[src/rtl/core_arb_pkg.sv]
// Shared types and constants for the CNN core arbiter: operand/result widths,
// core mode select encoding and the arbiter state encoding.
package core_arb_pkg;

  localparam int DW_DEF = 72;  // nine 8-bit lanes
  localparam int RW_DEF = 8;

  localparam logic SEL_CONV = 1'b0;
  localparam logic SEL_FC   = 1'b1;

  typedef enum logic [1:0] {
    ST_IDLE = 2'd0,
    ST_CONV = 2'd1,
    ST_FC   = 2'd2,
    ST_FULL = 2'd3
  } arb_state_e;

  function automatic logic [15:0] sat_inc16(input logic [15:0] v);
    return (v == 16'hFFFF) ? v : v + 16'd1;
  endfunction

endpackage

[src/rtl/arb_tag_fifo.sv]
// Source-tag FIFO: one bit per in-flight core operation, popped in issue order
// so each result can be routed back to the requester that issued it.
module arb_tag_fifo
  import core_arb_pkg::*;
#(
  parameter int DEPTH = 4
) (
  input  logic clk,
  input  logic rst_n,
  input  logic push,
  input  logic din,
  input  logic pop,
  output logic dout,
  output logic empty,
  output logic full
);

  localparam int AW = (DEPTH > 1) ? $clog2(DEPTH) : 1;

  logic [AW:0] wr_ptr;
  logic [AW:0] rd_ptr;
  logic        mem [DEPTH];
  logic        do_push;
  logic        do_pop;

  assign empty   = (wr_ptr == rd_ptr);
  assign full    = (wr_ptr[AW] != rd_ptr[AW]) && (wr_ptr[AW-1:0] == rd_ptr[AW-1:0]);
  assign do_push = push && !full;
  assign do_pop  = pop && !empty;
  assign dout    = mem[rd_ptr[AW-1:0]];

  // NOTE: sequential state uses non-blocking assignments so every register
  // samples pre-edge values regardless of statement order.
  always_ff @(posedge clk) begin
    if (!rst_n) begin
      wr_ptr <= '0;
      rd_ptr <= '0;
    end else begin
      if (do_push) wr_ptr <= wr_ptr + 1'b1;
      if (do_pop)  rd_ptr <= rd_ptr + 1'b1;
    end
  end

  // NOTE: storage is deliberately not reset; the pointers alone define which
  // entries are valid, so clearing the array would only cost reset fan-out.
  always_ff @(posedge clk) begin
    if (do_push) mem[wr_ptr[AW-1:0]] <= din;
  end

endmodule

[src/rtl/core_arbiter.sv]
// Time-shares the CNN compute core between the convolution and FC operand
// streams (FC priority, bounded convolution starvation) and routes results back
// by source tag. Define CORE_ARB_PERF_CNT_EN to build the grant/preemption counters.
module core_arbiter
  import core_arb_pkg::*;
#(
  parameter int DW         = DW_DEF,
  parameter int RW         = RW_DEF,
  parameter int MAX_OUT    = 4,
  parameter int STARVE_MAX = 16
) (
  input  logic          clk,
  input  logic          rst_n,
  input  logic          conv_valid,
  input  logic [DW-1:0] conv_data,
  input  logic [DW-1:0] conv_filter,
  output logic          conv_ready,
  input  logic          fc_valid,
  input  logic [DW-1:0] fc_data,
  input  logic [DW-1:0] fc_weight,
  output logic          fc_ready,
  output logic          core_valid,
  output logic [DW-1:0] core_data,
  output logic [DW-1:0] core_weight,
  output logic          core_sel,
  input  logic          core_res_valid,
  input  logic [RW-1:0] core_res,
  output logic          conv_out_valid,
  output logic [RW-1:0] conv_out,
  output logic          fc_out_valid,
  output logic [RW-1:0] fc_out,
  output logic          busy,
  output logic          tag_err,
  output logic [15:0]   perf_conv,
  output logic [15:0]   perf_fc,
  output logic [15:0]   perf_preempt
);

  localparam int CW = $clog2(MAX_OUT) + 1;
  localparam int SW = $clog2(STARVE_MAX + 1);
  localparam logic [CW-1:0] CNT_FULL   = CW'(MAX_OUT);
  localparam logic [SW-1:0] STARVE_CAP = SW'(STARVE_MAX);

  arb_state_e    state;
  arb_state_e    state_nxt;
  logic [CW-1:0] inflight;
  logic [CW-1:0] inflight_nxt;
  logic [SW-1:0] starve_cnt;
  logic          can_issue;
  logic          starved;
  logic          conv_grant;
  logic          fc_grant;
  logic          grant;
  logic          grant_sel;
  logic          tag_pop;
  logic          tag_head;
  logic          tag_empty;
  logic          tag_full;

  // NOTE: every always_comb output gets a value on every path (defaults first)
  // so no latch is inferred.
  always_comb begin
    // Full-check uses the registered count, so a same-cycle return cannot open a slot.
    can_issue  = rst_n && (inflight != CNT_FULL) && !tag_full;
    starved    = conv_valid && (starve_cnt == STARVE_CAP);
    fc_grant   = can_issue && fc_valid && !starved;
    conv_grant = can_issue && conv_valid && (!fc_valid || starved);
  end

  assign conv_ready = conv_grant;
  assign fc_ready   = fc_grant;
  assign grant      = conv_grant || fc_grant;
  assign grant_sel  = fc_grant ? SEL_FC : SEL_CONV;
  assign tag_pop    = core_res_valid && !tag_empty;
  assign busy       = (inflight != '0) || (state != ST_IDLE);

  always_comb begin
    inflight_nxt = inflight;
    case ({grant, tag_pop})
      2'b10:   inflight_nxt = inflight + CW'(1);
      2'b01:   inflight_nxt = inflight - CW'(1);
      default: inflight_nxt = inflight;
    endcase
  end

  always_comb begin
    state_nxt = ST_IDLE;
    if (inflight_nxt == CNT_FULL) state_nxt = ST_FULL;
    else if (conv_grant)          state_nxt = ST_CONV;
    else if (fc_grant)            state_nxt = ST_FC;
  end

  arb_tag_fifo #(.DEPTH(MAX_OUT)) u_tag_fifo (
    .clk   (clk),
    .rst_n (rst_n),
    .push  (grant),
    .din   (grant_sel),
    .pop   (tag_pop),
    .dout  (tag_head),
    .empty (tag_empty),
    .full  (tag_full)
  );

  always_ff @(posedge clk) begin
    if (!rst_n) begin
      state          <= ST_IDLE;
      inflight       <= '0;
      starve_cnt     <= '0;
      core_valid     <= 1'b0;
      core_data      <= '0;
      core_weight    <= '0;
      core_sel       <= SEL_CONV;
      conv_out_valid <= 1'b0;
      conv_out       <= '0;
      fc_out_valid   <= 1'b0;
      fc_out         <= '0;
      tag_err        <= 1'b0;
    end else begin
      state    <= state_nxt;
      inflight <= inflight_nxt;

      if (conv_grant || !conv_valid)
        starve_cnt <= '0;
      else if (fc_grant && (starve_cnt != STARVE_CAP))
        starve_cnt <= starve_cnt + SW'(1);

      core_valid <= grant;
      if (grant) begin
        core_sel    <= grant_sel;
        core_data   <= fc_grant ? fc_data : conv_data;
        core_weight <= fc_grant ? fc_weight : conv_filter;
      end

      conv_out_valid <= 1'b0;
      fc_out_valid   <= 1'b0;
      if (core_res_valid) begin
        if (tag_empty) begin
          tag_err <= 1'b1;
        end else if (tag_head == SEL_FC) begin
          fc_out       <= core_res;
          fc_out_valid <= 1'b1;
        end else begin
          conv_out       <= core_res;
          conv_out_valid <= 1'b1;
        end
      end
    end
  end

`ifdef CORE_ARB_PERF_CNT_EN
  always_ff @(posedge clk) begin
    if (!rst_n) begin
      perf_conv    <= '0;
      perf_fc      <= '0;
      perf_preempt <= '0;
    end else begin
      if (conv_grant) perf_conv <= sat_inc16(perf_conv);
      if (fc_grant)   perf_fc   <= sat_inc16(perf_fc);
      if (fc_grant && (state == ST_CONV)) perf_preempt <= sat_inc16(perf_preempt);
    end
  end
`else
  assign perf_conv    = '0;
  assign perf_fc      = '0;
  assign perf_preempt = '0;
`endif

endmodule

[config.mk]
export PLATFORM = sky130hd
export DESIGN_NAME = core_arbiter
export DESIGN_NICKNAME = d
export VERILOG_FILES = /design/src/rtl/core_arb_pkg.sv /design/src/rtl/arb_tag_fifo.sv /design/src/rtl/core_arbiter.sv
export SDC_FILE = /design/constraint.sdc
export NUM_CORES = 1
export LEC_CHECK = 0
export ABC_AREA = 1
export CAP_MARGIN = 20
export CELL_PAD_IN_SITES_DETAIL_PLACEMENT = 0
export CELL_PAD_IN_SITES_GLOBAL_PLACEMENT = 1
export CORE_AREA = 5 5 198 200
export DETAILED_ROUTE_END_ITERATION = 12
export DIE_AREA = 0 0 203 205
export PLACE_DENSITY_LB_ADDON = 0.1
export SLEW_MARGIN = 20
export SYNTH_ARGS = -nofsm -noshare
export SYNTH_HDL_FRONTEND = slang
export SYNTH_SLANG_ARGS = --single-unit
[constraint.sdc]
create_clock -name clk -period 6.85 [get_ports clk]
set_clock_uncertainty 0.2 [all_clocks]
set_input_delay 1.37 -clock clk [delete_from_list [all_inputs] [get_ports clk]]
set_output_delay 1.37 -clock clk [all_outputs]
set_load 0.05 [all_outputs]
# == Word-level counts from Yosys, hierarchy flattened ==
# Memories as Yosys holds them, arrays and structs flattened. A register that Yosys moved wholly into a read port is not among the register bits.
# Cells that the tools add are included.
# word_totals
out_inout_bits,216
ram_bits,4
wordCells,74
in_bits,301
ff_bits,181
memories,1
# mem_list
memory,words,word_bits,rd,rd_clocked_by_memory_dff,write_ports,line_no,source
u_tag_fifo.mem,4,1,1,1,1,arb_tag_fifo.sv:22,logic mem [DEPTH];
# classes
mux,13
bitwise_logic,4
eq_ne,9
n_addsub,5
n_reduce_logical,28
# op_table
operator,n
$mux 72,2
$logic_and 1x1->1,12
$mux 2,5
$add 3x1->3 const B,3
$pmux 3 s2,1
$reduce_and 3->1,2
$add 5x1->5 const B,1
$eq 5x5->1 const B,1
$logic_not 1->1,5
$mux 1,5
$ne 5x5->1 const B,1
$logic_or 1x1->1,4
$not 1->1,4
$eq 3x3->1,1
$eq 3x3->1 const B,1
$ne 3x3->1 const B,1
$reduce_bool 3->1,1
$reduce_or 3->1,1
$sub 3x1->3 const B,1
$eq 2x1->1 const B,1
$eq 2x2->1,1
$eq 2x2->1 const B,1
$reduce_and 2->1,1
$reduce_bool 2->1,1
other kinds (2),2

# == Longest topological paths before layout ==
# depth
word_depth,11
mapped_depth,17
mapped_depth_nobuf,15

# == Cells and area by module ==
# A second synthesis with hierarchy kept.
# unflattened
cells_unflattened,1536
hier_area_um2,9813.2
# by_module_without_submodules
module,instances,area_per_inst_um2,cells_each,seq_area_each_um2
core_arbiter,1,9161.3,1451,3503.4
arb_tag_fifo,1,651.9,85,280.3

# == Least setup slack after synthesis ==
# OpenSTA, ideal clock, no wires.
# synth_timing
path_kind,input-to-output
start,input rst_n
end,output fc_ready
path_stages,6
path_buffers,2
required_ps,5280
slack_ps,2839
t_arrival_ps,2441
path_cell_list,inv_2 > a21oi_2 > nand3_1 > buf_2 > clkbuf_1 > inv_1
# synth_between
elab_chain_cells,4
# synth_lines
item,line_no,source
start: declaration,core_arbiter.sv:13,"input logic rst_n,"
$logic_and 1x1->1 (2 in a row),core_arbiter.sv:64,can_issue = rst_n && (inflight != CNT_FULL) && !tag_full;
$logic_and 1x1->1 (2 in a row),core_arbiter.sv:66,fc_grant = can_issue && fc_valid && !starved;
end: declaration,core_arbiter.sv:21,"output logic fc_ready,"
# Every way passes these cells.

# == Final worst setup path ==
# layout_timing
start,input conv_valid
end,output fc_ready
# layout_between
elab_chain_cells,3
# layout_lines
item,line_no,source
start: declaration,core_arbiter.sv:14,"input logic conv_valid,"
$logic_and 1x1->1,core_arbiter.sv:65,starved = conv_valid && (starve_cnt == STARVE_CAP);
$logic_not 1->1,core_arbiter.sv:66,
$logic_and 1x1->1,core_arbiter.sv:66,
# Every way passes these cells.

==> key figures <==
Placement
  – RD Place Congestion: 0.786
  – IO Port Bufs: 468
  – Placed insts: 2383
  – Post-DP HPWL: 29.7 mm

Timing
  – Fmax: 197 MHz
  – Count of final hold-check violations: 0
  – Slew Limit Headroom: 24.5%
  – Period minus WS final: 5.07 ns
  – RSZ-0062 raised after global routing: false
  – Final Max Slew Viols: 0
  – Final setup viols: 0
  – Worst slew pin tran: 1.13 ns
  – Final worst-path cycle share: 74.0%
  – Final setup TNS: 0 ns

Global routing
  – GR Layer Usage met2: 32.4%
  – Most used routing layer: met2
  – Grt ovf: 0
  – Initial antenna violation count: 12
  – Total GRT Usage: 19.6%
  – Global Route met3 Usage: 6.89%
  – GRT met1 Usage: 24.4%
  – Vias in the first global route: 10600
  – Largest net degree at the start of global routing: 92
  – Global-route wire length before repair: 64.1 mm

Critical path
  – Reg2Reg Launch Point: u_tag_fifo.wr_ptr[0]
  – CP Class: in -> out
  – CP startpoint kind: input port
  – Worst Path Max Fanout: 91
  – Critical path depth: 7
  – Crit-path cells: clkdlybuf4s50_1 > nand3_1 > nand2_1 > inv_4 > nand3_4 > inv_1 > buf_12
  – Crit path DAT: 3.50 ns
  – Slowest CP cell: inv_4
  – CP Capture Type: primary output
  – Worst path bufs/invs: 4
  – Setup crit start: conv_valid
  – Max incr delay on CP: 0.73 ns
  – Cell family with most CP delay: buffers and inverters
  – Critical Path RT: 5.28 ns
  – Reg2Reg Depth: 9

Worst hold path
  – Hold Crit Start: core_data[9]
  – Worst Hold Depth: 2
  – Hold Path Class: reg -> reg

Power
  – Leak Pwr: 7.08 nW
  – Int Pwr: 0.00257 W
  – Peak supply drop: 167 uV
  – Logic gate share of total power: 42.6%
  – Pwr Density: 284 mW/mm2
  – Seq pwr share: 31.1%
  – Switching Fraction: 41.4%
  – Clock Power Share: 26.3%
  – NetSw: 0.00182 W

Finish
  – Layout fillers: 4004
  – Syn-to-layout area delta: 54.0%
  – Non-Filler Instances: 2420
  – Nets: 2238
  – Most common cell after layout, fill and taps aside: clkdlybuf4s50_1
  – Share of cells above drive strength 1: 2.83%
  – Most frequent cells in the layout: clkdlybuf4s50_1 (466), nand2_1 (320), inv_1 (313)

Clock tree
  – # hold bufs at CTS: 0
  – CTS tree: done
  – Reg clk slew, reported paths: 0.06 ns
  – Clk_lat worst skew: 0.44 ns
  – CTS Sinks: 187
  – H-Tree Depth: 4
  – Postcts setup bufs: 0
  – CTS Buf Count: 17
  – CTS resizes: 0
  – Clk buf depth: 2
  – CTS Root Cell: clkbuf_16

Routing
  – Remaining design rule violation count: 0
  – Final ANT Viol Nets: 0
  – Wire per inst: 17.8 um
  – Drt first pass iters: 4
  – Vias per inst: 4.52
  – Initial DRC count: 524
  – Vias: 10900
  – Post-Route WL: 43.0 mm

Synth
  – Seq/Total Area, Yosys: 37.6%
  – Mean Syn Cell Area: 6.53 um2
  – Synth cell types: 24
  – Synth Warn #: 0
  – Yosys reg bits: 187
  – Synthesized instance count: 1542
  – Cell Area, Synth: 0.0101 mm2

Floorplan
  – Die Ht: 205 um
  – Die width: 203 um
  – Die Area: 0.0416 mm2
  – Top Ports: 517
  – Core Area: 0.0372 mm2
  – FP Rows: 71
  – Initial Utilization: 27.0%

Status
  – Status: complete, no violations

Run
  – Max-cap violations: 0
==> worst min-delay path, stage by stage (launching register included) <==
cell	delay [ns]
dfxtp_1	0.31
nand2_1	0.06
a21oi_1	0.05
==> Yosys cell counts <==
| master | n | area (um2) |
|---|---|---|
| buf_2 | 27 | 135 |
| nand2_1 | 321 | 1200 |
| nor2_1 | 57 | 214 |
| nand4_1 | 145 | 907 |
| o21ai_4 | 1 | 16.3 |
| mux2i_1 | 1 | 10.0 |
| inv_2 | 2 | 7.51 |
| xor2_1 | 2 | 17.5 |
| conb_1 | 1 | 3.75 |
| nand3_1 | 156 | 781 |
| inv_1 | 313 | 1170 |
| o21a_1 | 1 | 7.51 |
| xnor2_1 | 3 | 26.3 |
| clkbuf_1 | 59 | 221 |
| clkinv_1 | 2 | 7.51 |
| dfxtp_1 | 183 | 3660 |
| buf_1 | 12 | 45.0 |
| o21ai_0 | 21 | 105 |
| edfxtp_1 | 4 | 120 |
| buf_4 | 64 | 480 |
| ha_1 | 8 | 100 |
| a21oi_2 | 1 | 8.76 |
| fa_1 | 1 | 20.0 |
| a21oi_1 | 157 | 786 |
==> flip-flops by register name, indices dropped and copies added (netlist names), named ones only <==
name	cells
fc_out_valid	1
tag_err	1
core_sel	1
core_data	72
conv_out_valid	1
core_valid	1
u_tag_fifo.wr_ptr	3
state	2
conv_out	8
u_tag_fifo.rd_ptr	3
fc_out	8
starve_cnt	5
u_tag_fifo.mem	4
core_weight	72
inflight	3
==> metrics by stage <==
stage          hold WS, ns  total power (W)  util, %  area, um2  setup slack (ns)
6_report             0.264          0.00439     41.6      15500              1.78
5_1_grt              0.278          0.00462     41.6      15500              1.59
4_1_cts              0.265          0.00446     41.6      15500              1.69
3_5_place_dp         0.254          0.00328     39.8      14800              1.72
3_3_place_gp         0.250          0.00327     39.8      14800              1.75
2_1_floorplan        0.267          0.00259        -      10200              2.84
==> layout make-up <==
type / count / area [um2] / share of cell area, %
Multi-Input combinational cell: 923 / 4420 / 28.6
Antenna cell: 5 / 12.5 / 0.0808
Timing Repair Buffer: 482 / 4810 / 31.0
Clock inverter: 13 / 211 / 1.36
Sequential cell: 187 / 3780 / 24.4
Clock buffer: 19 / 464 / 3.00
Tap cell: 474 / 593 / 3.83
Inverter: 317 / 1190 / 7.71
==> final timing paths <==
| kind | slack [ns] | endpoint |
|---|---|---|
| max | 1.78 | fc_ready |
| min | 0.26 | core_data[9] |
| max reg2reg | 2.79 | core_data[71] |
| min reg2reg | 0.26 | core_data[9] |
==> metal layers <==
layer | share of wire (%) | routed length [um]
met5 | 0.20 | 85
met2 | 47 | 20400
met1 | 43 | 18400
met3 | 8.1 | 3480
met4 | 1.4 | 618
==> power groups by stage <==
stage	registers, W	clock network (W)	logic (W)
after global routing	0.00139	0.00123	0.00201
after floorplan	0.00189	0	0.000704
after CTS	0.00137	0.00119	0.00190
after detailed placement	0.00139	0	0.00189
after global placement	0.00139	0	0.00189
final	0.00137	0.00116	0.00187
==> cell families (layout without fill, tap and decap cells) <==
| logic type | after synthesis | count (layout) | share of synthesized area [%] |
|---|---|---|---|
| flip-flops | 187 | 187 | 37.6 |
| adder cells (fa/ha/maj) | 9 | 9 | 1.19 |
| XOR/XNOR | 5 | 5 | 0.435 |
| buffers and inverters | 479 | 831 | 20.6 |
| multiplexers | 1 | 1 | 0.0995 |
| other | 1 | 53 | 0.0373 |
| AO/OA/AOI/OAI | 181 | 181 | 9.18 |
| AND/OR/NAND/NOR | 679 | 679 | 30.9 |
Power figures use the tool's default switching activity.
